File: config.mk
export PLATFORM = sky130hd
export DESIGN_NAME = bin_to_bcd_seq
export DESIGN_NICKNAME = d
export VERILOG_FILES = /design/src/rtl/bcd_pkg.sv /design/src/rtl/bcd_digit_adj.sv /design/src/rtl/bin_to_bcd_seq.sv
export SDC_FILE = /design/constraint.sdc
export NUM_CORES = 1
export LEC_CHECK = 0
export ABC_AREA = 1
export ABC_CLOCK_PERIOD_IN_PS = 1180
export CAP_MARGIN = 0
export CORE_MARGIN = 2
export CORE_UTILIZATION = 39
export DETAILED_ROUTE_END_ITERATION = 8
export PLACE_DENSITY = 0.66
export SLEW_MARGIN = 20
export SYNTH_ARGS = -nofsm -noshare
export SYNTH_HDL_FRONTEND = slang
export SYNTH_SLANG_ARGS = --single-unit
File: constraint.sdc
create_clock -name clk -period 1.18 [get_ports clk]
set_input_delay 0.118 -clock clk [delete_from_list [all_inputs] [get_ports clk]]
set_output_delay 0.118 -clock clk [all_outputs]
set_load 0.02 [all_outputs]
File: src/rtl/bcd_pkg.sv
// Shared definitions for the binary-to-BCD converter and the downstream
// BCD-to-Excess-3 stage.
//   bcd_state_e     : converter FSM state encoding
//   BCD_DIGIT_W     : width of one BCD digit (also used by the Excess-3 stage)
//   BCD_ADJ_THRESH  : digit value at and above which the +3 correction applies
//   BCD_ADJ_ADD     : correction added before each shift
package bcd_pkg;

  typedef enum logic {
    ST_IDLE  = 1'b0,
    ST_SHIFT = 1'b1
  } bcd_state_e;

  localparam int BCD_DIGIT_W = 4;

  localparam logic [BCD_DIGIT_W-1:0] BCD_ADJ_THRESH = 4'd5;
  localparam logic [BCD_DIGIT_W-1:0] BCD_ADJ_ADD    = 4'd3;

endpackage

File: src/rtl/bcd_digit_adj.sv
// Double-dabble digit correction: adds 3 to a BCD digit of 5 or more so the
// following left shift carries correctly into the next digit.
//   digit    : scratch BCD digit before the shift
//   adjusted : corrected digit (4-bit wrap, no carry to the neighbour)
module bcd_digit_adj
  import bcd_pkg::*;
(
  input  logic [BCD_DIGIT_W-1:0] digit,
  output logic [BCD_DIGIT_W-1:0] adjusted
);

  always_comb begin
    if (digit >= BCD_ADJ_THRESH) adjusted = digit + BCD_ADJ_ADD;
    else                         adjusted = digit;
  end

endmodule

File: src/rtl/bin_to_bcd_seq.sv
// Sequential binary-to-BCD converter (shift-and-add-3), one bit per clock.
// A conversion takes BIN_W clocks from the accepting edge; bcd/ovf update only
// on completion and hold otherwise.
//   clk   : system clock
//   rst_n : asynchronous active-low reset
//   start : conversion request, sampled only while idle
//   bin   : binary value, captured on the accepting edge
//   bcd   : packed BCD result, digit 0 in [3:0]
//   busy  : conversion in progress
//   done  : one-cycle pulse when bcd/ovf were just updated
//   ovf   : captured value did not fit in DIGITS decimal digits
//
// state    | meaning
// ST_IDLE  | waiting for start; result registers hold
// ST_SHIFT | adjusting and shifting one binary bit per clock
module bin_to_bcd_seq
  import bcd_pkg::*;
#(
  parameter int BIN_W  = 8,
  parameter int DIGITS = 3
) (
  input  logic                          clk,
  input  logic                          rst_n,
  input  logic                          start,
  input  logic [BIN_W-1:0]              bin,
  output logic [BCD_DIGIT_W*DIGITS-1:0] bcd,
  output logic                          busy,
  output logic                          done,
  output logic                          ovf
);

  localparam int BCD_W = BCD_DIGIT_W * DIGITS;
  localparam int CNT_W = $clog2(BIN_W + 1);

  bcd_state_e       state_q, state_d;
  logic [BIN_W-1:0] bin_q;
  logic [BCD_W-1:0] scratch_q, scratch_adj, scratch_shift;
  logic [CNT_W-1:0] cnt_q;
  logic             ovf_latch_q;
  logic [BCD_W-1:0] bcd_q;
  logic             ovf_q, done_q;
  logic             last_shift;
  logic             carry_out;

  for (genvar g = 0; g < DIGITS; g++) begin : g_adj
    bcd_digit_adj u_adj (
      .digit    (scratch_q  [g*BCD_DIGIT_W +: BCD_DIGIT_W]),
      .adjusted (scratch_adj[g*BCD_DIGIT_W +: BCD_DIGIT_W])
    );
  end

  // Binary MSB enters digit 0; the top digit's MSB falls off and flags overflow.
  assign scratch_shift = {scratch_adj[BCD_W-2:0], bin_q[BIN_W-1]};
  assign carry_out     = scratch_adj[BCD_W-1];
  assign last_shift    = (cnt_q == CNT_W'(BIN_W - 1));

  always_comb begin
    state_d = state_q;
    case (state_q)
      ST_IDLE:  if (start)      state_d = ST_SHIFT;
      ST_SHIFT: if (last_shift) state_d = ST_IDLE;
      default:                  state_d = ST_IDLE;
    endcase
  end

  always_ff @(posedge clk or negedge rst_n) begin
    if (!rst_n) state_q <= ST_IDLE;
    else        state_q <= state_d;
  end

  always_ff @(posedge clk or negedge rst_n) begin
    if (!rst_n) begin
      bin_q       <= '0;
      scratch_q   <= '0;
      cnt_q       <= '0;
      ovf_latch_q <= 1'b0;
      bcd_q       <= '0;
      ovf_q       <= 1'b0;
      done_q      <= 1'b0;
    end else begin
      done_q <= 1'b0;
      case (state_q)
        ST_IDLE: begin
          if (start) begin
            bin_q       <= bin;
            scratch_q   <= '0;
            cnt_q       <= '0;
            ovf_latch_q <= 1'b0;
          end
        end
        ST_SHIFT: begin
          scratch_q   <= scratch_shift;
          bin_q       <= bin_q << 1;
          cnt_q       <= cnt_q + CNT_W'(1);
          ovf_latch_q <= ovf_latch_q | carry_out;
          if (last_shift) begin
            bcd_q  <= scratch_shift;
            ovf_q  <= ovf_latch_q | carry_out;
            done_q <= 1'b1;
          end
        end
        default: ;
      endcase
    end
  end

  assign busy = (state_q == ST_SHIFT);
  assign bcd  = bcd_q;
  assign done = done_q;
  assign ovf  = ovf_q;

endmodule
; ---- Word-level counts from Yosys, hierarchy flattened
; Index checks and enable logic that the tools add are counted.
[word_totals]
register_bits = 40
latchBits = 0
mem_bits_rw = 0
mem_bits_ro = 0
input_bits = 11
wordCells = 36
memories = 0
[classes]
n_addsub = 4
multipliers = 0
n_div = 0
n_lt_le_gt_ge = 3
n_eq_ne = 2
shifts = 0
muxes = 16
bitwise_logic = 2
n_reduce_logical = 1
[op_table]
columns = operator, count
row1 = $pmux 12 s2, 1
row2 = $mux 4, 4
row3 = $pmux 8 s2, 1
row4 = $add 4x2->4 const B, 3
row5 = $ge 4x3->1 const B, 3
row6 = $mux 12, 1
row7 = $mux 8, 1
row8 = $pmux 4 s2, 1
row9 = $mux 1, 5
row10 = $add 4x1->4 const B, 1
row11 = $eq 4x3->1 const B, 1
row12 = $pmux 1 s2, 2
row13 = $ne 2x2->1 const B, 1
row14 = $reduce_and 2->1, 1
row15 = $not 1->1, 1
row16 = $or 1x1->1, 1

; ---- Logic depth before layout (Yosys ltp)
; Gate-level depths: netlist of run 1.
[depth]
depth_word = 4
ltp_mapped = 10
mapped_depth_nobuf = 10

; ---- Cells and area by module
; Synthesis of run 1 repeated with hierarchy kept, for this count alone.
[hier_totals]
hier_cells = 257
hier_area_um2 = 2050.7
[by_module_without_submodules]
columns = mod, n_inst, cells_each, area_each_um2
row1 = bin_to_bcd_seq, 1, 188, 1645.3
row2 = bcd_digit_adj, 3, 23, 135.1

; ---- Least setup slack after synthesis of run 1
; Ideal clock, no wire load.
[synth_path]
path_type = flip-flop to flip-flop
from = register scratch_q[0]
to = register bcd_q[1], in the netlist bcd[1]
arrival_time_ns = 1.159
required_ns = 1.115
path_slack_ns = -0.044
stages_incl_launch_ff = 9
path_buffers = 0
period_less_slack_ns = 1.224
path_cell_list = dfrtp_1 inv_1 ha_1 inv_1 o21ai_1 nand2_1 nand2_1 nand3_1 nand2_1
[synth_via]
elab_chain_cells = 2
elab_cells_between_ends = 3
cone_classes = 1 x add/sub / 1 x order compare / 1 x mux
[synth_rtl]
columns = element, line_no
row1 = "start, declared", bin_to_bcd_seq.sv:37  ; logic [BCD_W-1:0] scratch_q, scratch_adj, scratch_shift;
row2 = "start signal, assigned", bin_to_bcd_seq.sv:92  ; scratch_q <= scratch_shift;
row3 = $add 4x2->4 or $ge 4x3->1 (tied branches), bcd_digit_adj.sv:13  ; if (digit >= BCD_ADJ_THRESH) adjusted = digit + BCD_ADJ_ADD;
row4 = $mux 4 *, bcd_digit_adj.sv:13
row5 = "end signal, assigned", bin_to_bcd_seq.sv:97  ; bcd_q <= scratch_shift;
row6 = "end, declared", bin_to_bcd_seq.sv:40  ; logic [BCD_W-1:0] bcd_q;
; Every way passes the cells marked *; elsewhere a longest branch is shown, timed or not.
; A chain may end at the register's enable or synchronous reset.

; ---- Worst setup path after layout of run 1
; Same ends and word-level chain as after synthesis.

==> reports/metrics.cfg, run 1 <==
[power_and_ir_drop]
ir_drop_v=0.001055
power.leakage_nw=1.528
powerDensity_nw_per_um2=2942

[global_routing]
grt_first_pass_wirelength_mm=7.527
grt_pass1_vias=1667
track_usage_pct=18.26
grt-ovfl-total=0
grt_max_degree=41
antenna_found_initial=0

[synth]
synth_seq_area_share_pct=53.73
yosysWarnings=0
synth-compound-area-share_pct=9.604
synth.area.top_cells=dfrtp_1, nand2_1, nand3_1, ha_1, inv_1
synth_xor_area_share_pct=0
synth_top_family_by_area=simple AND/OR/NAND/NOR gates
synthDominantCellAreaShare_pct=53.73
syn_inst=220
muxShareOfSynthArea_pct=0
ys_ff_latch=40
synth-adder-area-share_pct=4.701
synth_area_sq_um=1863
netlist-cell-type-count=21
synth_nets=238
synthSimpleGateAreaFrac_pct=25.45
syn_avg_cell_area_sq_um=8.468
yosys.area.top_type=dfrtp_1

[worst_setup_path]
worstPathArrival_ps=1480
path_common_cell=nand3_2
worstSetupEndpointType=flop
slowest_delay_ps=410
crit_fanout=3
critPathKind=reg -> reg
cp_slowest_cell=dfrtp_1
crit_chain=inv_2 > ha_4 > inv_4 > o21ai_4 > nand3_2 > nand3_2 > nand2_1
worstSetupStartpointType=flop
required_ps=1370

[clock_network]
clockBufferDepth=2
cts_sinks=40
cts_tree=built
h-tree-depth=2
clock-root-buffer=clkbuf_8
insertion_delay_ps=300
path_clk_slew_ps=80
numCtsBuffers=5

[route]
vias=1767
drtIter0Drc=83
routed_wl_mm=4.854
postRouteAntennaNets=0
dr.pass1.iters=4
routedWlPerCell_um=13.87
via_per_inst=5.049
drc=0

[sta]
max_freq_mhz=778.0
finalSetupViolCount=19
whs_ps=317.3
fin_crit_ps=1285
slew_headroom_pct=80.36
drv_slew=0
finalWorstSetupSlack_ps=-105.3
min_period_over_period_pct=108.9
final.setup.tns_ps=-1063
rsz0062_at_grt=true
finalHoldViolations=0
finClkSkew_ps=6.760
max_slew.worst_pin.slew_ps=294.5

[layout]
regArea_sq_um=1002
syn_to_final_growth_pct=61.59
antennaDiodeCount=0
fill_cells=356
drive_above_1_share_pct=43.92
multi_input_area_sq_um=1054
nNetsFinal=314

[die]
fp.dieH_um=73.12
row_count=25
start_util_pct=39.97
coreArea_sq_um=4661
die_area_sq_um=5346
die_x_um=73.12
io_pins=26

[placed_design]
place_congestion=0.7866
hpwlAfterDp_mm=2.626
port_buffers=25

[outcome]
status=complete, but fails checks
violations=setup timing

[run]
maxCapViolations=0

[worst_hold_path]
hp-class=in -> async

==> Yosys cell counts (all sizes together) <==
library cell	count
nand2	83
inv	22
a22oi	4
dfrtp	40
nand3	27
nor2	5
a21boi	1
a22o	2
buf	6
nand4	1
ha	7
a21oi	1
o211ai	2
o22ai	4
o21ai	15
==> path summary, 6_finish.rpt <==
| path | startpoint | depth (start not counted) | slack, ps | endpoint |
|---|---|---|---|---|
| setup / recovery | scratch_q[0] | 7 | -110 | bcd[1] |
| hold / removal | rst_n | 3 | 320 | bcd[11] |
| setup reg to reg | scratch_q[0] | 7 | -110 | bcd[1] |
| hold reg to reg | bcd[6] | 2 | 470 | bcd[6] |
| max in group asynchronous | rst_n | 3 | 670 | scratch_q[8] |
| min in group clk | bin[1] | 3 | 350 | bin_q[1] |
==> stage by stage <==
step	cell area [sq um]	cells	power (mW)	setup WS [ps]	utilization, %
finish	3010	350	8.857	-105.3	64.59
global placement	2335	313	5.799	-477.5	50.09
global route	3010	350	9.505	-161.1	64.59
CTS	2674	329	7.669	-85.15	57.37
detailed placement	2335	313	5.891	-522.3	50.09
floorplan	1886	220	4.503	1.151	-
==> state kept, by name (all words and copies together), names as in the netlist <==
register and count:
ovf 1, bcd 12, busy 1, scratch_q 12, cnt_q 4, done 1
bin_q 8, ovf_latch_q 1
==> per-layer routing <==
layer | track usage [%] | wire (um) | vias to the layer above
li1 | - | - | 874
met1 | 22.71 | 2035 | 848
met2 | 30.83 | 2564 | 35
met3 | 4.420 | 162 | 10
met4 | 6.379 | 92 | 0
met5 | 0 | 0 | -
==> worst max-delay path: cells and delay by family, from the launching register on <==
| family | cells | cell delay (ps) |
|---|---|---|
| compound gates | 1 | 190 |
| fa+ha+maj | 1 | 160 |
| buf+inv | 2 | 130 |
| flops | 1 | 410 |
| simple gates | 3 | 280 |
==> layout make-up <==
cell class,instances,share of cell area [%]
inverter,22,3.450
clock buffer,7,3.200
tap,54,2.244
multi-input combinational,152,35.00
sequential,40,33.29
timing repair buffer,75,22.82
==> layout by cell type (no fill, tap or decap) <==
cell	Yosys	routed
dlygate4sd2_1	0	14
buf_6	1	3
o21ai_4	0	2
nor2_2	1	3
nand2_4	0	9
o21ai_0	12	6
dfrtp_2	0	1
o22ai_1	4	4
ha_2	0	2
ha_4	0	3
buf_4	1	41
bufbuf_16	0	1
nand3_2	0	20
a22o_1	2	2
nand2_2	0	8
buf_12	0	4
nand4_1	1	1
dlygate4sd3_1	0	1
ha_1	7	2
clkbuf_8	0	7
buf_2	4	2
nand2_1	83	66
o21ai_1	2	2
clkdlybuf4s50_1	0	9
clkinvlp_4	0	1
a21boi_0	1	1
inv_1	20	7
inv_4	0	3
nand3_1	27	5
nand3_4	0	2
inv_6	0	2
a22oi_1	4	4
inv_2	2	9
a21oi_1	1	1
dfrtp_1	40	39
o21ai_2	1	5
o211ai_1	2	2
nor2_4	0	2
==> cell families after synthesis <==
| group | count (synthesis) |
|---|---|
| and+or+nand+nor | 116 |
| DFF | 40 |
| AOI/OAI and AO/OA | 29 |
| buffers and inverters | 28 |
| adders and majority gates | 7 |
==> timing repair <==
item,4_1_cts,5_1_grt
pin swaps,23,22
endpoints found under the hold margin,40,0
hold buffers,1,0
resized for setup,72,47
buffers inserted,7,21
setup endpoints to repair,53,32
cloned,1,0
==> report_power, final <==
part	switching [mW]	total (mW)	internal [mW]
clock network	0.469	0.990	0.521
registers	0.453	2.43	1.98
logic	2.89	5.43	2.54
total	3.81	8.86	5.05
Power figures use the tool's default switching activity.
==> inputs of run 2 (changes only) <==
--- a/config.mk
+++ b/config.mk
@@ -12,6 +12,7 @@
 export CORE_UTILIZATION = 39
 export DETAILED_ROUTE_END_ITERATION = 8
 export PLACE_DENSITY = 0.66
+export REMOVE_ABC_BUFFERS = 1
 export SLEW_MARGIN = 20
 export SYNTH_ARGS = -nofsm -noshare
 export SYNTH_HDL_FRONTEND = slang
==> run 2 against run 1 <==
Against the previous run:
- the flow still finishes with violations (setup timing)
- non-clock buffer count decreased by 13
- global-route usage rose by 0.10 points
- first-iteration DRC count grew 16%
- clock skew fell by 0.62 ps
- worst hold slack gained 9.9 ps
- sequential share of layout area is 1.6 points higher
- clock-buffer cell count down 1
- fmax down 1.9%
- final cell count decreased by 3.4%
- core utilization decreased by 3.0 points
==> reports/metrics.cfg, run 2 (synthesis results as in run 1) <==
[clock_network]
cts_sinks=40  ; unchanged
clock-root-buffer=clkbuf_8  ; unchanged
h-tree-depth=2  ; unchanged
cts_tree=built  ; unchanged
numCtsBuffers=5  ; unchanged
path_clk_slew_ps=70  ; was 80 ps
insertion_delay_ps=290  ; was 300 ps
clockBufferDepth=2  ; unchanged

[sta]
final.setup.tns_ps=-1447  ; was -1063 ps
min_period_over_period_pct=111.1  ; was 108.9%
max_slew.worst_pin.slew_ps=281.3  ; was 294.5 ps
fin_crit_ps=1311  ; was 1285 ps
finalHoldViolations=0  ; unchanged
finalWorstSetupSlack_ps=-130.7  ; was -105.3 ps
drv_slew=0  ; unchanged
rsz0062_at_grt=true  ; unchanged
finalSetupViolCount=22  ; was 19
slew_headroom_pct=81.25  ; was 80.36%
max_freq_mhz=763.0  ; was 778.0 MHz
finClkSkew_ps=6.141  ; was 6.760 ps

[outcome]
status=complete, but fails checks  ; unchanged
violations=setup timing  ; unchanged

[global_routing]
grt_max_degree=41  ; unchanged
grt_pass1_vias=1665  ; was 1667
antenna_found_initial=0  ; unchanged
track_usage_pct=18.36  ; was 18.26%
grt-ovfl-total=0  ; unchanged
grt_first_pass_wirelength_mm=7.500  ; was 7.527 mm

[power_and_ir_drop]
pwr-share-seq_pct=30.2  ; was 27.5%
powerDensity_nw_per_um2=2865  ; was 2942 nW/um^2
total_power_mw=8.230  ; was 8.857 mW
switching_share_pct=44.06  ; was 43.04%
power.leakage_nw=1.427  ; was 1.528 nW
ir_drop_v=0.001328  ; was 0.001055 V
p_int_mw=4.604  ; was 5.045 mW
p_sw_mw=3.626  ; was 3.812 mW
clkPwrFrac_pct=11.4  ; was 11.2%
p_comb_share_pct=58.4  ; was 61.3%

[placed_design]
port_buffers=25  ; unchanged
place_congestion=0.8985  ; was 0.7866
place_area_sq_um=2342  ; was 2335 sq um
hpwlAfterDp_mm=2.857  ; was 2.626 mm

[die]
io_pins=26  ; unchanged
die_x_um=73.12  ; unchanged
row_count=25  ; unchanged
coreArea_sq_um=4661  ; unchanged
start_util_pct=39.97  ; unchanged
die_area_sq_um=5346  ; unchanged
fp.dieH_um=73.12  ; unchanged

[route]
drtIter0Drc=96  ; was 83
routed_wl_mm=4.709  ; was 4.854 mm
dr.pass1.iters=4  ; unchanged
vias=1753  ; was 1767
via_per_inst=5.186  ; was 5.049
postRouteAntennaNets=0  ; unchanged
routedWlPerCell_um=13.93  ; was 13.87 um
drc=0  ; unchanged

[layout]
syn_to_final_growth_pct=54.20  ; was 61.59%
final_area_sq_um=2873  ; was 3010 sq um
fill_cells=391  ; was 356
regArea_sq_um=1002  ; unchanged
final_cell_mix=nand2_1, dfrtp_1, buf_4  ; was nand2_1, buf_4, dfrtp_1
nNetsFinal=301  ; was 314
final_common_cell=nand2_1  ; unchanged
drive_above_1_share_pct=40.14  ; was 43.92%
antennaDiodeCount=0  ; unchanged
final_util_pct=61.64  ; was 64.59%
multi_input_area_sq_um=1056  ; was 1054 sq um

[worst_setup_path]
crit_chain=inv_2 > ha_4 > inv_2 > nand2_2 > nand2_2 > inv_2 > nand2_2 > nand2_2 > nand3_2 > nand2_1  ; was inv_2 > ha_4 > inv_4 > o21ai_4 > nand3_2 > nand3_2 > nand2_1
cp_slowest_cell=dfrtp_1  ; unchanged
critPathLaunch=scratch_q[9]  ; was scratch_q[0]
r2r-start=scratch_q[9]  ; was scratch_q[0]
worstSetupStartpointType=flop  ; unchanged
slowest_delay_ps=400  ; was 410 ps
path_common_cell=nand2_2  ; was nand3_2
required_ps=1410  ; was 1370 ps
critPathKind=reg -> reg  ; unchanged
worstSetupEndpointType=flop  ; unchanged
crit_fanout=3  ; unchanged
worstPathArrival_ps=1540  ; was 1480 ps

[worst_hold_path]
hp-class=in -> async  ; unchanged

[run]
maxCapViolations=0  ; unchanged

-- run 2: layout make-up --
type | count | area share [%]
multi-input cells | 152 | 36.76
flip-flops and latches | 40 | 34.89
repair buffers | 62 | 19.73
inverters | 22 | 3.049
clock buffers | 6 | 2.875
well taps | 54 | 2.352
clock inverters | 2 | 0.3484
-- run 2: worst paths after layout --
kind / end / slack, ps / cells past startpoint
max in group asynchronous: scratch_q[8] / 640 / 3
max reg2reg: scratch_q[9] / -130 / 10
min in group clk: bin_q[1] / 350 / 3
min: scratch_q[6] / 330 / 3
max: scratch_q[9] / -130 / 10
min reg2reg: bcd[1] / 480 / 2
-- run 2: worst max-delay path, delay by kind of cell, from the launching register on --
kind	cells	cell delay, ps
AND/OR/NAND/NOR	6	460
adder cells (fa/ha/maj)	1	150
flip-flops	1	400
buffers and inverters	3	240
-- run 2: metal layers --
| layer | GRT usage (%) | vias to the layer above | routed length, um |
|---|---|---|---|
| met4 | 7.202 | 0 | 114 |
| met3 | 4.282 | 12 | 155 |
| li1 | - | 845 | - |
| met5 | 0 | - | 0 |
| met2 | 31.93 | 45 | 2479 |
| met1 | 21.77 | 851 | 1959 |
-- run 2: metrics by stage --
step / instances / setup WS, ps / hold slack (ps)
after CTS: 332 / -74.39 / 334.4
after floorplan: 214 / -644.1 / -177.6
after global routing: 338 / -218.4 / 357.9
after global placement: 317 / -92.70 / 105.8
after detailed placement: 317 / -166.9 / 106.6
final: 338 / -130.7 / 327.2
-- run 2: power groups by stage --
stage	registers (mW)	logic, mW	clock network [mW]
after CTS	2.38	3.98	0.969
after global routing	2.56	5.25	1.02
after detailed placement	2.36	3.52	0
after global placement	2.35	3.43	0
after floorplan	2.67	1.69	0
final	2.48	4.81	0.938
-- run 2: what timing repair did --
action | CTS | global route
gates resized for setup | 66 | 49
pin swaps | 16 | 22
hold buffers | 1 | 0
gates cloned | 0 | 1
setup buffers | 6 | 5
endpoints found under the setup margin | 52 | 39
endpoints found under the hold margin | 40 | 0
==> inputs of run 3 (changes only) <==
--- a/config.mk
+++ b/config.mk
@@ -11,7 +11,9 @@
 export CORE_MARGIN = 2
 export CORE_UTILIZATION = 39
 export DETAILED_ROUTE_END_ITERATION = 8
-export PLACE_DENSITY = 0.66
+export DONT_BUFFER_PORTS = 1
+export GPL_ROUTABILITY_DRIVEN = 0
+export PLACE_DENSITY = 0.59
 export REMOVE_ABC_BUFFERS = 1
 export SLEW_MARGIN = 20
 export SYNTH_ARGS = -nofsm -noshare
==> run 3 against run 2 <==
Against the previous run:
- the flow still finishes with violations (setup timing)
- final cell count decreased by 4.1%
- via count decreased by 6.8%
- power decreased by 1.7%
- global-route usage decreased by 0.093 points
==> reports/metrics.cfg, run 3 (synthesis results as in run 1) <==
[power_and_ir_drop]
p_sw_mw=3.448  ; was 3.626 mW
p_comb_share_pct=50.9  ; was 58.4%
pwr-share-seq_pct=33.9  ; was 30.2%
ir_drop_v=0.001251  ; was 0.001328 V
switching_share_pct=42.61  ; was 44.06%
p_int_mw=4.645  ; was 4.604 mW
power.leakage_nw=1.356  ; was 1.427 nW
powerDensity_nw_per_um2=2956  ; was 2865 nW/um^2
clkPwrFrac_pct=15.2  ; was 11.4%

[sta]
rsz0062_at_grt=true  ; unchanged
final.setup.tns_ps=-1269  ; was -1447 ps
finalHoldViolations=0  ; unchanged
finClkSkew_ps=5.083  ; was 6.141 ps
fin_crit_ps=1284  ; was 1311 ps
min_period_over_period_pct=108.8  ; was 111.1%
whs_ps=126.8  ; was 327.2 ps
drv_slew=0  ; unchanged
slew_headroom_pct=80.92  ; was 81.25%
max_freq_mhz=778.8  ; was 763.0 MHz
finalWorstSetupSlack_ps=-104.0  ; was -130.7 ps
finalSetupViolCount=22  ; unchanged
max_slew.worst_pin.slew_ps=286.2  ; was 281.3 ps

[layout]
fill_cells=392  ; was 391
drive_above_1_share_pct=42.96  ; was 40.14%
final_util_pct=58.74  ; was 61.64%
final_cell_mix=nand2_1, dfrtp_1, buf_4  ; unchanged
final_common_cell=nand2_1  ; unchanged
nNetsFinal=287  ; was 301
final_cells=324  ; was 338
antennaDiodeCount=0  ; unchanged
syn_to_final_growth_pct=46.94  ; was 54.20%
multi_input_area_sq_um=1016  ; was 1056 sq um
regArea_sq_um=1002  ; unchanged

[global_routing]
grt_pass1_vias=1692  ; was 1665
track_usage_pct=18.27  ; was 18.36%
grt-ovfl-total=0  ; unchanged
grt_max_degree=41  ; unchanged
antenna_found_initial=0  ; unchanged
grt_first_pass_wirelength_mm=7.458  ; was 7.500 mm

[worst_hold_path]
hp-class=in -> reg  ; was in -> async

[worst_setup_path]
crit_fanout=4  ; was 3
worstSetupStartpointType=flop  ; unchanged
critPathKind=reg -> reg  ; unchanged
required_ps=1420  ; was 1410 ps
worstSetupEndpointType=flop  ; unchanged
worstPathArrival_ps=1520  ; was 1540 ps

[route]
routed_wl_mm=4.483  ; was 4.709 mm
postRouteAntennaNets=0  ; unchanged
drc=0  ; unchanged
drtIter0Drc=69  ; was 96
via_per_inst=5.043  ; was 5.186
vias=1634  ; was 1753
dr.pass1.iters=4  ; unchanged
routedWlPerCell_um=13.84  ; was 13.93 um

[run]
maxCapViolations=0  ; unchanged

[clock_network]
cts_sinks=40  ; unchanged
clockBufferDepth=2  ; unchanged
clock-root-buffer=clkbuf_8  ; unchanged
insertion_delay_ps=290  ; about the same
numCtsBuffers=5  ; unchanged
cts_tree=built  ; unchanged
h-tree-depth=2  ; unchanged
path_clk_slew_ps=80  ; was 70 ps

[outcome]
violations=setup timing  ; unchanged
status=complete, but fails checks  ; unchanged

[die]
coreArea_sq_um=4661  ; unchanged
fp.dieH_um=73.12  ; unchanged
row_count=25  ; unchanged
start_util_pct=39.97  ; unchanged
die_area_sq_um=5346  ; unchanged
die_x_um=73.12  ; unchanged
io_pins=26  ; unchanged

[placed_design]
port_buffers=0  ; was 25
hpwlAfterDp_mm=2.694  ; was 2.857 mm
dp.cells=293  ; was 317

## run 3: cell types whose count changed in the layout (fill, tap and decap cells not counted), moves of 3 or more
| cell | before | now |
|---|---|---|
| buf_4 | 29 | 32 |
| clkdlybuf4s50_1 | 9 | 0 |
| dlygate4sd2_1 | 12 | 0 |
| dlygate4sd3_1 | 1 | 9 |
| ha_2 | 0 | 3 |
| nand2_1 | 62 | 58 |
| nand2_2 | 14 | 19 |
## run 3: cell type report
cell class              count  share of cell area [%]
multi-input cells         152                   37.11
flip-flops and latches     40                   36.61
repair buffers             48                   16.09
clock buffers               7                   3.519
inverters                  22                   3.108
well taps                  54                   2.468
clock inverters             1                   1.097
## run 3: final timing paths
| kind | depth (start not counted) | endpoint | slack [ps] | from |
|---|---|---|---|---|
| max | 8 | bcd[6] | -100 | scratch_q[4] |
| min reg2reg | 2 | bin_q[6] | 490 | bin_q[5] |
| max in group asynchronous | 2 | scratch_q[8] | 680 | rst_n |
| min | 4 | bin_q[3] | 130 | start |
| max reg2reg | 8 | bcd[6] | -100 | scratch_q[4] |
| min in group asynchronous | 2 | bcd[5] | 290 | rst_n |
## run 3: per-stage QoR
step | area, sq um | total power, mW | setup slack (ps)
global placement | 2092 | 5.380 | -125.6
CTS | 2537 | 7.436 | -72.79
finish | 2738 | 8.093 | -104.0
floorplan | 1824 | 4.362 | -644.1
global route | 2738 | 8.784 | -188.1
detailed placement | 2092 | 5.446 | -143.1
## run 3: layer usage
metal	global-route usage [%]	routed length, um	vias up
met5	0	0	-
met3	4.696	153	6
met4	6.173	55	0
met2	31.73	2290	35
met1	21.81	1984	782
li1	-	-	811
## run 3: critical path, stage by stage, from the launching register on
cell and delay (ps):
dfrtp_1 430, inv_2 100, ha_4 130, inv_2 40
o21ai_4 190, nand2_4 110, nand2_2 90, nand3_1 70
nand2_1 60
## run 3: timing repair
item / in CTS / in global routing
setup endpoints to repair: 23 / 27
hold buffers: 10 / 0
resized for setup: 42 / 46
pin swaps: 19 / 21
buffers inserted: 10 / 2
hold endpoints to repair: 48 / 0
cloned: 0 / 1
## run 3: power groups by stage
stage / clock network (mW) / logic (mW) / registers (mW)
floorplan: 0 / 1.69 / 2.67
global placement: 0 / 2.71 / 2.67
detailed placement: 0 / 2.77 / 2.68
CTS: 1.26 / 3.48 / 2.69
global route: 1.33 / 4.62 / 2.83
finish: 1.23 / 4.12 / 2.75
